[src/rtl/kb_uart_bridge.sv]
// Keyboard-to-UART bridge: 2**ADDR_W deep character FIFO feeding a paced UART writer.
// Define KB_BRIDGE_CRLF_EN to expand each transmitted CR into CR,LF.
module kb_uart_bridge #(
  parameter int unsigned DATA_W    = 8,
  parameter int unsigned ADDR_W    = 4,
  parameter int unsigned OVF_CNT_W = 8
) (
  input  logic                 i_clk,
  input  logic                 i_reset_n,
  input  logic                 i_char_valid,
  input  logic [DATA_W-1:0]    i_char,
  output logic                 o_char_rd,
  input  logic                 i_tx_full,
  output logic                 o_wr_uart,
  output logic [DATA_W-1:0]    o_wr_data,
  output logic [ADDR_W:0]      o_fifo_count,
  output logic                 o_overflow,
  output logic [OVF_CNT_W-1:0] o_ovf_count,
  input  logic                 i_clr_ovf
);

  localparam int unsigned DEPTH = 2 ** ADDR_W;
  localparam logic [ADDR_W:0] FullCnt = (ADDR_W + 1)'(DEPTH);

`ifdef KB_BRIDGE_CRLF_EN
  localparam logic [DATA_W-1:0] CharCr = DATA_W'(8'h0D);
  localparam logic [DATA_W-1:0] CharLf = DATA_W'(8'h0A);
  typedef enum logic [1:0] {StIdle, StGap, StLf} state_e;
  logic lf_pend_q, lf_pend_d;
`else
  typedef enum logic [1:0] {StIdle, StGap} state_e;
`endif

  state_e state_q, state_d;

  logic [DATA_W-1:0]    mem_q [DEPTH];
  logic [ADDR_W-1:0]    wr_ptr_q, rd_ptr_q;
  logic [ADDR_W:0]      count_q, count_d;
  logic                 push, pop, drop;
  logic [DATA_W-1:0]    head;
  logic                 wr_uart_q, wr_uart_d;
  logic [DATA_W-1:0]    wr_data_q, wr_data_d;
  logic                 overflow_q, overflow_d;
  logic [OVF_CNT_W-1:0] ovf_count_q, ovf_count_d;

  assign o_char_rd    = i_char_valid;
  assign o_wr_uart    = wr_uart_q;
  assign o_wr_data    = wr_data_q;
  assign o_fifo_count = count_q;
  assign o_overflow   = overflow_q;
  assign o_ovf_count  = ovf_count_q;

  // A pop in the same cycle frees a slot, so a full FIFO can still accept.
  always_comb begin
    pop  = (state_q == StIdle) && (count_q != '0) && !i_tx_full;
    push = i_char_valid && ((count_q != FullCnt) || pop);
    drop = i_char_valid && !push;
    head = mem_q[rd_ptr_q];
    unique case ({push, pop})
      2'b10:   count_d = count_q + (ADDR_W + 1)'(1);
      2'b01:   count_d = count_q - (ADDR_W + 1)'(1);
      default: count_d = count_q;
    endcase
  end

  always_comb begin
    state_d   = state_q;
    wr_uart_d = 1'b0;
    wr_data_d = wr_data_q;
`ifdef KB_BRIDGE_CRLF_EN
    lf_pend_d = lf_pend_q;
`endif
    unique case (state_q)
      StIdle: begin
        if (pop) begin
          wr_uart_d = 1'b1;
          wr_data_d = head;
          state_d   = StGap;
`ifdef KB_BRIDGE_CRLF_EN
          lf_pend_d = (head == CharCr);
`endif
        end
      end
      StGap: begin
`ifdef KB_BRIDGE_CRLF_EN
        state_d = lf_pend_q ? StLf : StIdle;
`else
        state_d = StIdle;
`endif
      end
`ifdef KB_BRIDGE_CRLF_EN
      StLf: begin
        if (!i_tx_full) begin
          wr_uart_d = 1'b1;
          wr_data_d = CharLf;
          lf_pend_d = 1'b0;
          state_d   = StGap;
        end
      end
`endif
      default: state_d = StIdle;
    endcase
  end

  // A drop outranks a simultaneous clear so the lost character stays visible.
  always_comb begin
    overflow_d  = overflow_q;
    ovf_count_d = ovf_count_q;
    if (drop) begin
      overflow_d = 1'b1;
      if (i_clr_ovf) begin
        ovf_count_d = OVF_CNT_W'(1);
      end else if (ovf_count_q != '1) begin
        ovf_count_d = ovf_count_q + OVF_CNT_W'(1);
      end
    end else if (i_clr_ovf) begin
      overflow_d  = 1'b0;
      ovf_count_d = '0;
    end
  end

  always_ff @(posedge i_clk) begin
    if (push) begin
      mem_q[wr_ptr_q] <= i_char;
    end
  end

  always_ff @(posedge i_clk or negedge i_reset_n) begin
    if (!i_reset_n) begin
      state_q     <= StIdle;
      wr_ptr_q    <= '0;
      rd_ptr_q    <= '0;
      count_q     <= '0;
      wr_uart_q   <= 1'b0;
      wr_data_q   <= '0;
      overflow_q  <= 1'b0;
      ovf_count_q <= '0;
`ifdef KB_BRIDGE_CRLF_EN
      lf_pend_q   <= 1'b0;
`endif
    end else begin
      state_q     <= state_d;
      count_q     <= count_d;
      wr_uart_q   <= wr_uart_d;
      wr_data_q   <= wr_data_d;
      overflow_q  <= overflow_d;
      ovf_count_q <= ovf_count_d;
`ifdef KB_BRIDGE_CRLF_EN
      lf_pend_q   <= lf_pend_d;
`endif
      if (push) wr_ptr_q <= wr_ptr_q + ADDR_W'(1);
      if (pop)  rd_ptr_q <= rd_ptr_q + ADDR_W'(1);
    end
  end

endmodule

[config.mk]
export PLATFORM = sky130hd
export DESIGN_NAME = kb_uart_bridge
export DESIGN_NICKNAME = d
export VERILOG_FILES = /design/src/rtl/kb_uart_bridge.sv
export SDC_FILE = /design/constraint.sdc
export NUM_CORES = 1
export LEC_CHECK = 0
export ABC_AREA = 1
export CORE_MARGIN = 2
export CORE_UTILIZATION = 40
export DETAILED_ROUTE_END_ITERATION = 10
export GPL_ROUTABILITY_DRIVEN = 1
export PLACE_DENSITY = 0.67
export SLEW_MARGIN = 10
export SYNTH_ARGS = -nofsm -noshare
export SYNTH_HDL_FRONTEND = slang
export SYNTH_SLANG_ARGS = --single-unit
[constraint.sdc]
create_clock -name i_clk -period 3.4 [get_ports i_clk]
set_clock_uncertainty 0.1 [all_clocks]
set_input_delay 0.85 -clock i_clk [delete_from_list [all_inputs] [get_ports i_clk]]
set_output_delay 0.85 -clock i_clk [all_outputs]
set_load 0.02 [all_outputs]
==> metrics.txt, run 1 <==
CTS buffer count 17; outcome finished, final reports clean; Clock power frac 27.7%; WP buf/inv 2; Root Buffer clkbuf_16; endpoints failing hold 0; largest net degree at the start of global routing 75; Yosys cell types 28; drt total wl 15.60 mm; Leak 3.583 nW; Vias/cell 4.857; Inserted Diodes 0; number of global-route vias before repair 4831; area grow syn2layout 15.64%; via count 4838; DRC Markers 0; Mean Syn Cell Area 10.13 µm²; Max-Cap Viols 0; Net Sw Power 2.430 mW; slew margin rel. 44.83%; crit-path max cell delay 0.64 ns; H-tree levels 4; logic gate share of total power 33.5%; Peak VDD IR 386.2 µV; full die area 19050 µm²; crit-path leading delay family buffers and inverters; CTS clock-pin slew for the worst setup and hold paths 0.06 ns; CP required 2.45 ns; Clock Latency Late Sink 0.43 ns; internal power 4.208 mW; Starting DRT DRC Count 465; period utilization 88.49%; initial core utilization 40.41%; CTS max path bufs 2; CP cell instances clkdlybuf4s50_1 -> clkdlybuf4s50_1; Core Rows 49; Worst-Margin Slew 0.8249 ns; Final GP Congestion 0.8562; layout cell share with drive strength beyond 1 7.562%; setup_tns 0 ns; Boundary Pins 37; GRT Util Overall 17.20%; clk sinks 160; Core Area 17780 µm²; Fmax achieved 0.3324 GHz; Setup crit start kind input port; Flop pwr share 38.9%; dominant cell type by area after synthesis edfxtp_1; Most common cell on crit path clkdlybuf4s50_1; FF+latch count, synth 160; pwr dens 799.0 nW/µm²; Critical Path Slowest Stage Cell clkdlybuf4s50_1; Worst Path Arrival 2.06 ns; syn_nets 732; Slew Limit Fails 0; width of the chip 138.0 µm; post-synth top area share 53.50%; drt first pass iters 5; critical path class in2out; Die H 138.0 µm; CTS tree yes; Sw Share 36.60%; first-pass GRT wire length 25.25 mm; r2r setup slk 1.17 ns; per-cell routed wire length 15.66 µm; Routed Antenna Nets 0; Seq/Total Area, Yosys 64.65%; ranking of synthesized cells by area edfxtp_1 (54%), nand2_1 (13%), dfrtp_1 (11%); CTS Hold Bufs 0; final instance area 8308 µm²; critical path endpoint category output pin; CP Max Fanout 5; initial antenna violation count 0; dpl hpwl 9.872 mm; postcts setup bufs 0; DP Area 7750 µm²; yosys warns 0; unrepaired setup endpoints after global routing false; fin crit period 3.009 ns; Buffers on Ports 36; Fill cells 1666; min-delay worst type reg2reg; Setup Viol. Count Final 0; nets 777; post-synthesis cell area 7184 µm²; Post-CTS Resized 0; Gate Count Post-Synth 709; grt total ovfl 0
## sequential cells by signal, indices dropped and copies added, names as in the netlist
register / count
mem_q: 128
o_ovf_count: 8
o_wr_data: 8
o_fifo_count: 5
rd_ptr_q: 4
wr_ptr_q: 4
o_overflow: 1
o_wr_uart: 1
state_q: 1
## per-layer routing
metal / GRT usage [%] / share of wire [%]
met3: 3.845 / 4.5
met5: 0 / 0
met4: 7.734 / 2.8
met2: 28.63 / 50
met1: 21.62 / 43
## path summary, 6_finish.rpt
path	cells past startpoint	end	start
min in group asynchronous	1	o_ovf_count[7]	i_reset_n
setup / recovery	2	o_char_rd	i_char_valid
hold / removal	2	o_wr_data[1]	o_wr_data[1]
hold reg to reg	2	o_wr_data[1]	o_wr_data[1]
max in group asynchronous	2	o_fifo_count[3]	i_reset_n
setup reg to reg	13	o_fifo_count[4]	o_fifo_count[1]
## power by group through the flow
stage	Sequential, mW	Combinational, mW	Clock (mW)
4_1_cts	2.58	2.24	1.85
6_report	2.58	2.22	1.84
5_1_grt	2.62	2.48	1.94
2_1_floorplan	2.65	1.57	0
3_3_place_gp	2.61	2.20	0
3_5_place_dp	2.62	2.22	0
## layout make-up
| type | count | area, µm² | share of cell area [%] |
|---|---|---|---|
| Sequential cell | 160 | 4646 | 55.92 |
| Multi-Input combinational cell | 423 | 1951 | 23.48 |
| Timing Repair Buffer | 55 | 503.0 | 6.054 |
| Clock buffer | 21 | 440.4 | 5.301 |
| Inverter | 97 | 364.1 | 4.383 |
| Tap cell | 229 | 286.5 | 3.449 |
| Clock inverter | 11 | 117.6 | 1.416 |
## through the flow
stage | utilization, % | instances | hold slack (ns) | power (mW) | setup WS, ns
5_1_grt | 46.73 | 996 | 0.4109 | 7.043 | 0.3602
3_5_place_dp | 43.59 | 964 | 0.3687 | 4.841 | 0.3808
6_report | 46.73 | 996 | 0.3812 | 6.638 | 0.3914
3_3_place_gp | 43.59 | 964 | 0.3661 | 4.817 | 0.3976
4_1_cts | 46.73 | 996 | 0.3881 | 6.676 | 0.3852
2_1_floorplan | - | 709 | 0.4544 | 4.221 | 1.076
## synth_stat cells (all sizes together)
cell type,count
fa,1
inv,96
nand2,253
ha,9
nor3,2
xnor2,2
o21ai,10
o31ai,1
clkinv,1
buf,29
o211ai,8
a21o,1
nand3,93
nand4,4
dfrtp,32
a21oi,1
edfxtp,128
xor2,11
and2,1
nor2,26
## cells in the final DEF (no fill, tap or decap), types with 2 or more instances in the layout
cell             instances
clkinv_2                 5
clkbuf_16               17
xnor2_1                  2
nand3_1                 92
edfxtp_1               128
clkinvlp_4               2
o211ai_1                 8
nand2_1                250
inv_1                   91
clkbuf_1                 4
o21ai_0                  4
ha_1                     9
nor3_1                   2
xor2_1                  11
nand4_1                  4
clkinv_4                 2
o21ai_1                  6
bufinv_16                2
nor2_1                  25
buf_4                   19
nand2_2                  2
inv_2                    5
dfrtp_1                 31
clkdlybuf4s50_1         36
## logic make-up (layout without fill, tap and decap cells)
group | Yosys count | count (layout) | share of synthesized area (%)
fa+ha+maj | 10 | 10 | 1.846
compound gates | 21 | 21 | 1.811
flops | 160 | 160 | 64.65
xor+xnor | 13 | 13 | 1.585
simple gates | 379 | 379 | 21.91
buf+inv | 126 | 184 | 8.203
Note: power is estimated with default switching activity, not from simulation.
==> run 2, diff against run 1 <==
==> constraint.sdc (replaced) <==
create_clock -name i_clk -period 3.78 [get_ports i_clk]
set_clock_uncertainty 0.1 [all_clocks]
set_input_delay 0.945 -clock i_clk [delete_from_list [all_inputs] [get_ports i_clk]]
set_output_delay 0.945 -clock i_clk [all_outputs]
set_load 0.02 [all_outputs]
==> metrics.txt, run 2 (same netlist as run 1, synthesis figures left out) <==
Final GP Congestion 0.8124; Starting DRT DRC Count 483; Vias/cell 4.779; most frequent cells in the layout nand2_1 (250), edfxtp_1 (128), nand3_1 (92), inv_1 (91), clkdlybuf4s50_1 (36); internal power 3.883 mW; Core Area 17780 µm²; Clock power frac 29.2%; CTS max path bufs 2; critical path class in2out; r2r setup slk 1.55 ns; min-delay worst type reg2reg; nets 763; Net Sw Power 2.174 mW; Peak VDD IR 358.4 µV; CP cell instances clkdlybuf4s50_1 -> clkdlybuf4s50_1; Max-Cap Viols 0; Post-CTS Resized 0; pwr dens 732.7 nW/µm²; number of global-route vias before repair 4508; Core Rows 49; fin crit period 3.194 ns; DP Area 7645 µm²; Routed Antenna Nets 0; first-pass GRT wire length 24.55 mm; most common cell after layout, fill and taps aside nand2_1; drt first pass iters 5; Leak 3.533 nW; largest net degree at the start of global routing 75; Setup crit start kind input port; outcome finished, final reports clean; endpoints failing hold 0; Slew Limit Fails 0; post-layout util 46.50%; max FFs per register 128; initial antenna violation count 0; Flop pwr share 38.4%; Root Buffer clkbuf_16; Clock Latency Late Sink 0.43 ns; Worst-Margin Slew 0.9856 ns; setup_tns 0 ns; layout cell share with drive strength beyond 1 6.375%; crit-path leading delay family buffers and inverters; period utilization 84.51%; Reg2Reg Launch Point o_fifo_count[1]; dpl hpwl 9.868 mm; CP required 2.73 ns; slew margin rel. 34.29%; GRT Util Overall 16.93%; full die area 19050 µm²; crit-path max cell delay 0.64 ns; Most flops, register mem_q; per-cell routed wire length 15.90 µm; unrepaired setup endpoints after global routing false; Sw Share 35.89%; CTS Hold Bufs 0; logic gate share of total power 32.4%; r2r endpoint o_fifo_count[4]; R2R cell count 13; WHS Endpoint o_wr_data[0]; grt total ovfl 0; area grow syn2layout 15.08%; Most common cell on crit path clkdlybuf4s50_1; Buffers on Ports 36; Min Hold Slack 0.3783 ns; Boundary Pins 37; CP Max Fanout 5; CTS tree yes; Die H 138.0 µm; critical path endpoint category output pin; Hold Crit Start o_wr_data[0]; final instance area 8268 µm²; H-tree levels 4; width of the chip 138.0 µm; clk sinks 160; drt total wl 15.61 mm; WP buf/inv 2; Worst Path Arrival 2.15 ns; CTS clock-pin slew for the worst setup and hold paths 0.06 ns; via count 4693; Inserted Diodes 0; CTS buffer count 17; Critical Path Slowest Stage Cell clkdlybuf4s50_1; Setup Viol. Count Final 0; Overall Power 6.058 mW; Fmax achieved 0.3130 GHz; DRC Markers 0; postcts setup bufs 0; initial core utilization 40.41%; worst hold stages 2
-- run 2: how the worst max path moves through the flow --
stage / depth (start not counted) / slack, ns / start / to
after CTS: 2 / 0.58 / i_char_valid / o_char_rd
after floorplan: 10 / 1.36 / i_tx_full / o_fifo_count[4]
after global routing: 2 / 0.53 / i_char_valid / o_char_rd
after detailed placement: 2 / 0.58 / i_char_valid / o_char_rd
final: 2 / 0.59 / i_char_valid / o_char_rd
after global placement: 2 / 0.59 / i_char_valid / o_char_rd
-- run 2: per-layer routing --
metal | vias to the layer above | part of all wire (%) | track usage [%]
met3 | 24 | 3.9 | 3.083
met2 | 121 | 50 | 28.09
met4 | 0 | 2.6 | 7.089
met1 | 2189 | 44 | 22.03
met5 | - | 0 | 0
li1 | 2359 | - | -
-- run 2: area by class of cell --
| type | count | area, µm² |
|---|---|---|
| clock buffers | 20 | 466.7 |
| clock inverters | 12 | 156.4 |
| fillers | 1637 | 9512 |
| inverters | 97 | 364.1 |
| multi-input cells | 423 | 1951 |
| flip-flops and latches | 160 | 4646 |
| well taps | 229 | 286.5 |
| repair buffers | 41 | 397.9 |
-- run 2: per-stage QoR --
stage / std cells / worst slack (ns)
2_1_floorplan: 709 / 1.361
3_3_place_gp: 950 / 0.5864
3_5_place_dp: 950 / 0.5807
4_1_cts: 982 / 0.5806
5_1_grt: 982 / 0.5323
6_report: 982 / 0.5855
-- run 2: worst min-delay path: stages (launching register included) --
cell	delay (ns)
dfrtp_1	0.34
nand2_1	0.05
nand2_1	0.06
-- run 2: power by group through the flow --
stage / clock, mW / combinational (mW) / sequential (mW)
global placement: 0 / 1.94 / 2.36
detailed placement: 0 / 1.96 / 2.36
floorplan: 0 / 1.42 / 2.38
global route: 1.86 / 2.18 / 2.35
CTS: 1.79 / 1.97 / 2.33
finish: 1.77 / 1.96 / 2.33
